==> src/rtl/mem_port_arbiter.sv <==
// Shared RAM port arbiter: loader > round-robin fetch/data, IDLE->ACCESS->DONE sequence, ack in DONE.
// Optional loader requester enabled by defining MEM_ARB_LOADER_EN.
module mem_port_arbiter #(
  parameter int ADDR_W = 8,
  parameter int DATA_W = 16
) (
  input  logic              CLK,
  input  logic              RST,
  input  logic              f_req,
  input  logic              d_req,
  input  logic              l_req,
  input  logic [ADDR_W-1:0] f_addr,
  input  logic [ADDR_W-1:0] d_addr,
  input  logic [ADDR_W-1:0] l_addr,
  input  logic              d_we,
  input  logic              l_we,
  input  logic [DATA_W-1:0] d_wdata,
  input  logic [DATA_W-1:0] l_wdata,
  output logic              f_ack,
  output logic              d_ack,
  output logic              l_ack,
  output logic [DATA_W-1:0] rdata,
  output logic [ADDR_W-1:0] mem_addr,
  output logic              mem_we,
  output logic [DATA_W-1:0] mem_wdata,
  input  logic [DATA_W-1:0] mem_rdata,
  output logic              busy,
  output logic [1:0]        owner
);

  typedef enum logic [1:0] {IDLE, ACCESS, DONE} state_t;

  state_t            state;
  logic              last_fd;   // 1: data was the last fetch/data winner
  logic [1:0]        win;
  logic [ADDR_W-1:0] sel_addr;
  logic              sel_we;
  logic [DATA_W-1:0] sel_wdata;

  always_comb begin
    win = 2'b00;
    if (f_req && d_req) win = last_fd ? 2'b01 : 2'b10;
    else if (f_req)     win = 2'b01;
    else if (d_req)     win = 2'b10;
`ifdef MEM_ARB_LOADER_EN
    if (l_req)          win = 2'b11;
`endif
  end

`ifndef MEM_ARB_LOADER_EN
  logic unused_l_req;
  assign unused_l_req = l_req;
`endif

  // Fetch never writes; its write data is forced to zero.
  always_comb begin
    sel_addr  = f_addr;
    sel_we    = 1'b0;
    sel_wdata = '0;
    case (win)
      2'b10: begin
        sel_addr  = d_addr;
        sel_we    = d_we;
        sel_wdata = d_wdata;
      end
      2'b11: begin
        sel_addr  = l_addr;
        sel_we    = l_we;
        sel_wdata = l_wdata;
      end
      default: ;
    endcase
  end

  always_ff @(posedge CLK or negedge RST) begin
    if (!RST) begin
      state     <= IDLE;
      owner     <= 2'b00;
      mem_addr  <= '0;
      mem_wdata <= '0;
      mem_we    <= 1'b0;
      rdata     <= '0;
      busy      <= 1'b0;
      last_fd   <= 1'b1;
      f_ack     <= 1'b0;
      d_ack     <= 1'b0;
      l_ack     <= 1'b0;
    end else begin
      f_ack  <= 1'b0;
      d_ack  <= 1'b0;
      l_ack  <= 1'b0;
      mem_we <= 1'b0;
      case (state)
        IDLE: begin
          if (win != 2'b00) begin
            owner     <= win;
            mem_addr  <= sel_addr;
            mem_wdata <= sel_wdata;
            mem_we    <= sel_we;
            busy      <= 1'b1;
            state     <= ACCESS;
            if (win != 2'b11) last_fd <= (win == 2'b10);
          end else begin
            owner <= 2'b00;
          end
        end
        ACCESS: begin
          // Captures the pre-write value when this access is a write.
          rdata <= mem_rdata;
          f_ack <= (owner == 2'b01);
          d_ack <= (owner == 2'b10);
          l_ack <= (owner == 2'b11);
          state <= DONE;
        end
        DONE: begin
          busy  <= 1'b0;
          owner <= 2'b00;
          state <= IDLE;
        end
        default: state <= IDLE;
      endcase
    end
  end

endmodule

==> config.mk <==
export PLATFORM = sky130hd
export DESIGN_NAME = mem_port_arbiter
export DESIGN_NICKNAME = d
export VERILOG_FILES = /design/src/rtl/mem_port_arbiter.sv
export SDC_FILE = /design/constraint.sdc
export NUM_CORES = 1
export LEC_CHECK = 0
export ABC_AREA = 1
export CORE_ASPECT_RATIO = 0.5
export CORE_MARGIN = 4
export CORE_UTILIZATION = 39
export DETAILED_ROUTE_END_ITERATION = 16
export HOLD_SLACK_MARGIN = 0.12
export PLACE_DENSITY_LB_ADDON = 0.3
export SYNTH_ARGS = -nofsm -noshare
export SYNTH_HDL_FRONTEND = slang
export SYNTH_SLANG_ARGS = --single-unit
export TNS_END_PERCENT = 100
==> constraint.sdc <==
create_clock -name CLK -period 1.9 [get_ports CLK]
set_clock_uncertainty 0.15 [all_clocks]
set_input_delay 0.285 -clock CLK [delete_from_list [all_inputs] [get_ports CLK]]
set_output_delay 0.285 -clock CLK [all_outputs]
set_load 0.01 [all_outputs]
---- After elaboration in Yosys (flattened, before gate mapping) ----
Index checks and enable logic that the tools add are counted.
storage, ports and cells
  register bits ........................... 50
  output and inout bits ................... 47
  word-level logic and storage cells ...... 45
operators by class
  equality and inequality tests ........... 9
  muxes and demuxes ....................... 18
  reductions and logical operators ........ 7
operator list
  operator                                             number
  case mux 16 bit (2 select lines)                     1
  case mux 8 bit (2 select lines)                      1
  2-to-1 mux 2 bit                                     6
  equality test 2 bit, second input constant           5
  case mux 2 bit (2 select lines)                      2
  2-to-1 mux 1 bit                                     6
  equality test 2 x 1 -> 1 bit, second input constant  2
  inequality test 2 bit, second input constant         2
  case mux 1 bit (2 select lines)                      2
  AND reduction 2 bit                                  2
  nonzero test 2 bit                                   2
  AND reduction 3 bit                                  1
  zero test 2 bit                                      1
  logical AND 1 bit                                    1

---- Longest topological paths before layout ----
  depth after elaboration ................. 7
  gate-level depth with buffers ........... 12
  gate-level depth less buffers ........... 10

---- Worst setup path after synthesis ----
Ideal clock, no wire load.
  path type ............................... register to register
  from .................................... register last_fd
  to ...................................... register mem_addr[5]
  setup time .............................. 0.116 ns
  data arrival time ....................... 1.470 ns
  path slack .............................. 0.163 ns
  cell stages (with the launch flop) ...... 12
  path buffers ............................ 2
  period minus slack after synthesis ...... 1.737 ns
  cells stage by stage .................... dfstp_2 o21ai_0 inv_1 ha_1 buf_2 buf_2 nand2_1 nand2_1 inv_1 nand2_1 nand2_1 nand2_1
on the way
  word-level cells in the longest chain between the ends .. 4
  elaborated cells between the ends (all ways) .. 7
  classes of those cells .................. eq/ne: 2; mux: 3; reduce/logical: 2
RTL lines
  what                                                                           RTL line  text
  start: declaration                                                             34        logic last_fd;
  start signal: assignment                                                       102       if (win != 2'b11) last_fd <= (win == 2'b10);
  2-to-1 mux 2 bit (*) (2 in a row)                                              42        if (f_req && d_req) win = last_fd ? 2'b01 : 2'b10;
  equality test 2 bit / nonzero test 2 bit (equally long branches)               60, 95
  case mux 8 bit (2 select lines) / AND reduction 2 bit (equally long branches)  --
  end signal: assignment                                                         97        mem_addr <= sel_addr;
  end: declaration                                                               23        output logic [ADDR_W-1:0] mem_addr,
Mark *: on every way between the ends. The rest lies on a longest branch, timed or not.
A chain may end at the register's enable or synchronous reset.

---- Worst setup path in the final report ----
  from .................................... register last_fd
  to ...................................... register mem_wdata[9]
on the way
  word-level cells in the longest chain between the ends .. 4
  elaborated cells between the ends (all ways) .. 7
  classes of those cells .................. eq/ne: 2; mux: 3; reduce/logical: 2
RTL lines
  what                                                                            RTL line  text
  2-to-1 mux 2 bit (*) (2 in a row)                                               42
  equality test 2 bit / nonzero test 2 bit (equally long branches)                60, 95
  case mux 16 bit (2 select lines) / AND reduction 2 bit (equally long branches)  --
  end signal: assignment                                                          98        mem_wdata <= sel_wdata;
  end: declaration                                                                25        output logic [DATA_W-1:0] mem_wdata,
Marks and branches as above.

==> results.txt <==
----------------------------------------------------
[Flow run]
  # Max-Cap Violations ... 0

[STA]
  Min setup slack post-route ... 65.8 ps
  Final setup viols ... 0
  Pins Over Slew Limit ... 0
  Max Clk Rate ... 545 MHz
  Final hold violation count ... 0
  Clock period minus final worst setup slack ... ~1800 ps
  Hold WS ... roughly 300 ps
  Worst rel slew slack ... 0.639
  Transition time at the pin with the least slew margin ... about 540 ps
  Final period utilization ... 0.965

[Detailed routing]
  Detailed-route via count ... around 2.3k
  Routed wire per std cell ... 12.0 um
  Wire length after detailed routing ... between 6000 and 7000 um
  Remaining number of nets flagged by the antenna check after routing ... 0
  Pre-Repair DR Iteration Count ... 4
  Iteration-0 DRC count of the detailed router ... just over 80
  Via-per-instance ratio ... 4.44
  Drt drc ... 0

[Worst setup path]
  CP delay by family, top ... flip-flops
  Reg2Reg Capture Point ... mem_wdata[9]
  Slowest cell delay on critical path ... between 500 and 600 ps
  Worst R2R Start ... last_fd
  Chain of cells forming the critical path ... o21ai_1 -> buf_4 -> buf_4 -> ha_1 -> inv_2 -> nand2_4 -> buf_12 -> nand2_1 -> nand2_1
  Worst endpoint data arrival time ... roughly 1900 ps
  Maximum net fanout on the critical path ... 14
  Slowest stage cell, crit path ... sky130_fd_sc_hd__dfstp_2
  Beginning of the critical path ... last_fd
  Setup slack, reg-to-reg ... between 60 and 70 ps
  Crit path buffers/inverters ... 4
  Crit Path Category ... reg -> reg
  Critical path launch point type ... flip-flop
  Type of element capturing the critical path ... flip-flop
  Worst R2R Path Depth ... 9
  Required time reported for the critical path endpoint ... 1920 ps

[CTS]
  Root Buffer ... sky130_fd_sc_hd__clkbuf_16
  Clock Latency Late Sink ... about 280 ps
  TritonCTS clock tree ... done
  Count of H-tree levels built during CTS ... 2
  Sink count of the clock tree ... 50
  Post-CTS setup-driven buffer insertion count ... 0
  Max Buffers Root-to-Sink ... 2
  Clock-pin slew reported for the worst setup and hold paths after clock tree synthesis ... about 60 ps
  Number of buffers inserted during clock tree synthesis ... 5

[GRT]
  Remaining global-route overflow ... 0
  Number of antenna violations at the first check in global routing ... 0
  Wire length of the first global-routing pass ... around 10000 um
  Number of global-route vias before repair ... roughly 2.3k
  Pin count of the biggest net entering global routing ... 29
  Overall Global Routing Usage ... 0.171

[Placement]
  Placement-stage worst setup slack ... -308 ps
  Port Buf Inserts ... 124
  Cell area after placement ... 3710 sq um
  Cells after DPL ... 511
  Post-DP HPWL ... slightly below 5000 um
  Routability cong. ... 0.768

[Yosys]
  Post-synth net total ... 396
  Mean cell area of the mapped netlist ... 7.46 sq um
  Leading cell types by total area after synthesis ... sky130_fd_sc_hd__dfrtp_1 52%, sky130_fd_sc_hd__nand2_1 35%, sky130_fd_sc_hd__inv_1 2.2%
  Share of synthesized area occupied by flip-flops and latches ... 0.535
  Yosys reg bits ... 50
  Library cell occupying the most area in the post-synthesis netlist ... sky130_fd_sc_hd__dfrtp_1
  Cell area after technology mapping ... 2340 sq um
  Synthesis warning total ... 0
  Count of cell types in the netlist ... 18
  Syn Inst Count ... between 300 and 400
  Share of Yosys cell area claimed by the top area cell type ... 0.524

[Floorplan]
  Width of the chip ... about 120 um
  Number of core rows ... 19
  Core Footprint ... 5630 sq um
  Die Y ... about 63 um
  Num ports ... approximately 130
  Die area ... roughly 7400 sq um
  Initial standard-cell utilization of the core ... 0.416

[Power and ir drop]
  Overall Power ... between 5000 and 6000 uW
  Lkg Pwr ... 0.00199 uW
  Ratio of total power to cell area ... about 1300 nW/um^2
  Largest vdd supply drop ... ~0.55 mV

[Layout]
  Number of nets in the finished design ... 528
  Fraction of layout cells with a size suffix above 1 ... 0.0694
  Area of all placed cells without fillers ... between 3000 and 4000 sq um
  Area growth from synthesis to layout ... 65.7%
  Most common cell after layout, fill and taps aside ... sky130_fd_sc_hd__nand2_1
  Diode count ... 0
  Final cell count without fillers ... between 500 and 600
  Most frequent cells in the layout ... 220 x sky130_fd_sc_hd__nand2_1, 123 x sky130_fd_sc_hd__clkdlybuf4s50_1, 49 x sky130_fd_sc_hd__dfrtp_1

[Hold path]
  Worst hold-check path type ... reg -> reg
  End of the worst hold path ... d_ack
  Hold wc startpoint ... owner[0]
  Hold path depth ... 1

[Run status]
  Status ... completed

----------------------------------------------------
## stage by stage
stage	utilization	setup TNS, ps
after floorplan	-	0
after global placement	0.659	-4590
after detailed placement	0.659	-7450
after CTS	0.686	0
after global routing	0.689	-199
final	0.689	0
## final cells by class
| cell class | count | area (sq um) |
|---|---|---|
| multi-input combinational | 235 | 948 |
| fill | 444 | 1750 |
| tap | 73 | 91.3 |
| clock buffer | 6 | 129 |
| inverter | 17 | 71.3 |
| timing repair buffer | 137 | 1370 |
| sequential | 50 | 1250 |
| clock inverter | 2 | 13.8 |
## routing by layer
metal | wire [um] | GRT usage | vias up | part of all wire
li1 | - | - | 1200 | -
met1 | 2520 | 0.188 | 1040 | 0.40
met2 | 3250 | 0.328 | 68 | 0.52
met3 | 441 | 0.0542 | 2 | 0.071
met4 | 14 | 0.0307 | 0 | 0.0022
met5 | 0 | 0 | - | 0
## cells in the mapped netlist (all sizes together)
master,instances
nor2,2
nand2,222
dfstp,1
o21ai,3
a21oi,1
ha,3
nand3,1
inv,17
nor3,3
buf,12
dfrtp,49
## worst max-delay path by stage
stage,slack (ps),cells after the start,endpoint
2_1_floorplan,160,11,mem_addr[5]
3_3_place_gp,-190,10,mem_wdata[8]
3_5_place_dp,-310,12,mem_addr[3]
4_1_cts,40,9,mem_addr[4]
5_1_grt,-30,12,mem_addr[3]
6_report,70,9,mem_wdata[9]
## worst register-to-register path: stages, from the launching register on
cell and delay, ps:
sky130_fd_sc_hd__dfstp_2 550, sky130_fd_sc_hd__o21ai_1 100, sky130_fd_sc_hd__buf_4 150, sky130_fd_sc_hd__buf_4 120, sky130_fd_sc_hd__ha_1 190, sky130_fd_sc_hd__inv_2 60, sky130_fd_sc_hd__nand2_4 90, sky130_fd_sc_hd__buf_12 170
sky130_fd_sc_hd__nand2_1 80, sky130_fd_sc_hd__nand2_1 60
## report_power, final
group	total, uW	switching, uW	internal (uW)	leakage, uW
Combinational	2460	1200	1260	0.00128
Sequential	1760	256	1510	0.000635
Clock	848	360	488	0.0000708
Total	5070	1820	3250	0.00199
## repair_timing
action	CTS	global route
hold buffers	1	0
endpoints found under the hold margin	22	0
endpoints found under the setup margin	7	25
resized for setup	1	7
## logic make-up after synthesis
logic type | synth area share
AO/OA/AOI/OAI | 0.00855
adder cells (fa/ha/maj) | 0.0160
buffers and inverters | 0.0641
flip-flops | 0.535
AND/OR/NAND/NOR | 0.376
## registers in the layout, indices dropped and copies added, names as in the netlist, 2 cells and up
name and flops:
owner 2, rdata 16, mem_addr 8, state 2
mem_wdata 16
Note: power is estimated with default switching activity, not from simulation.
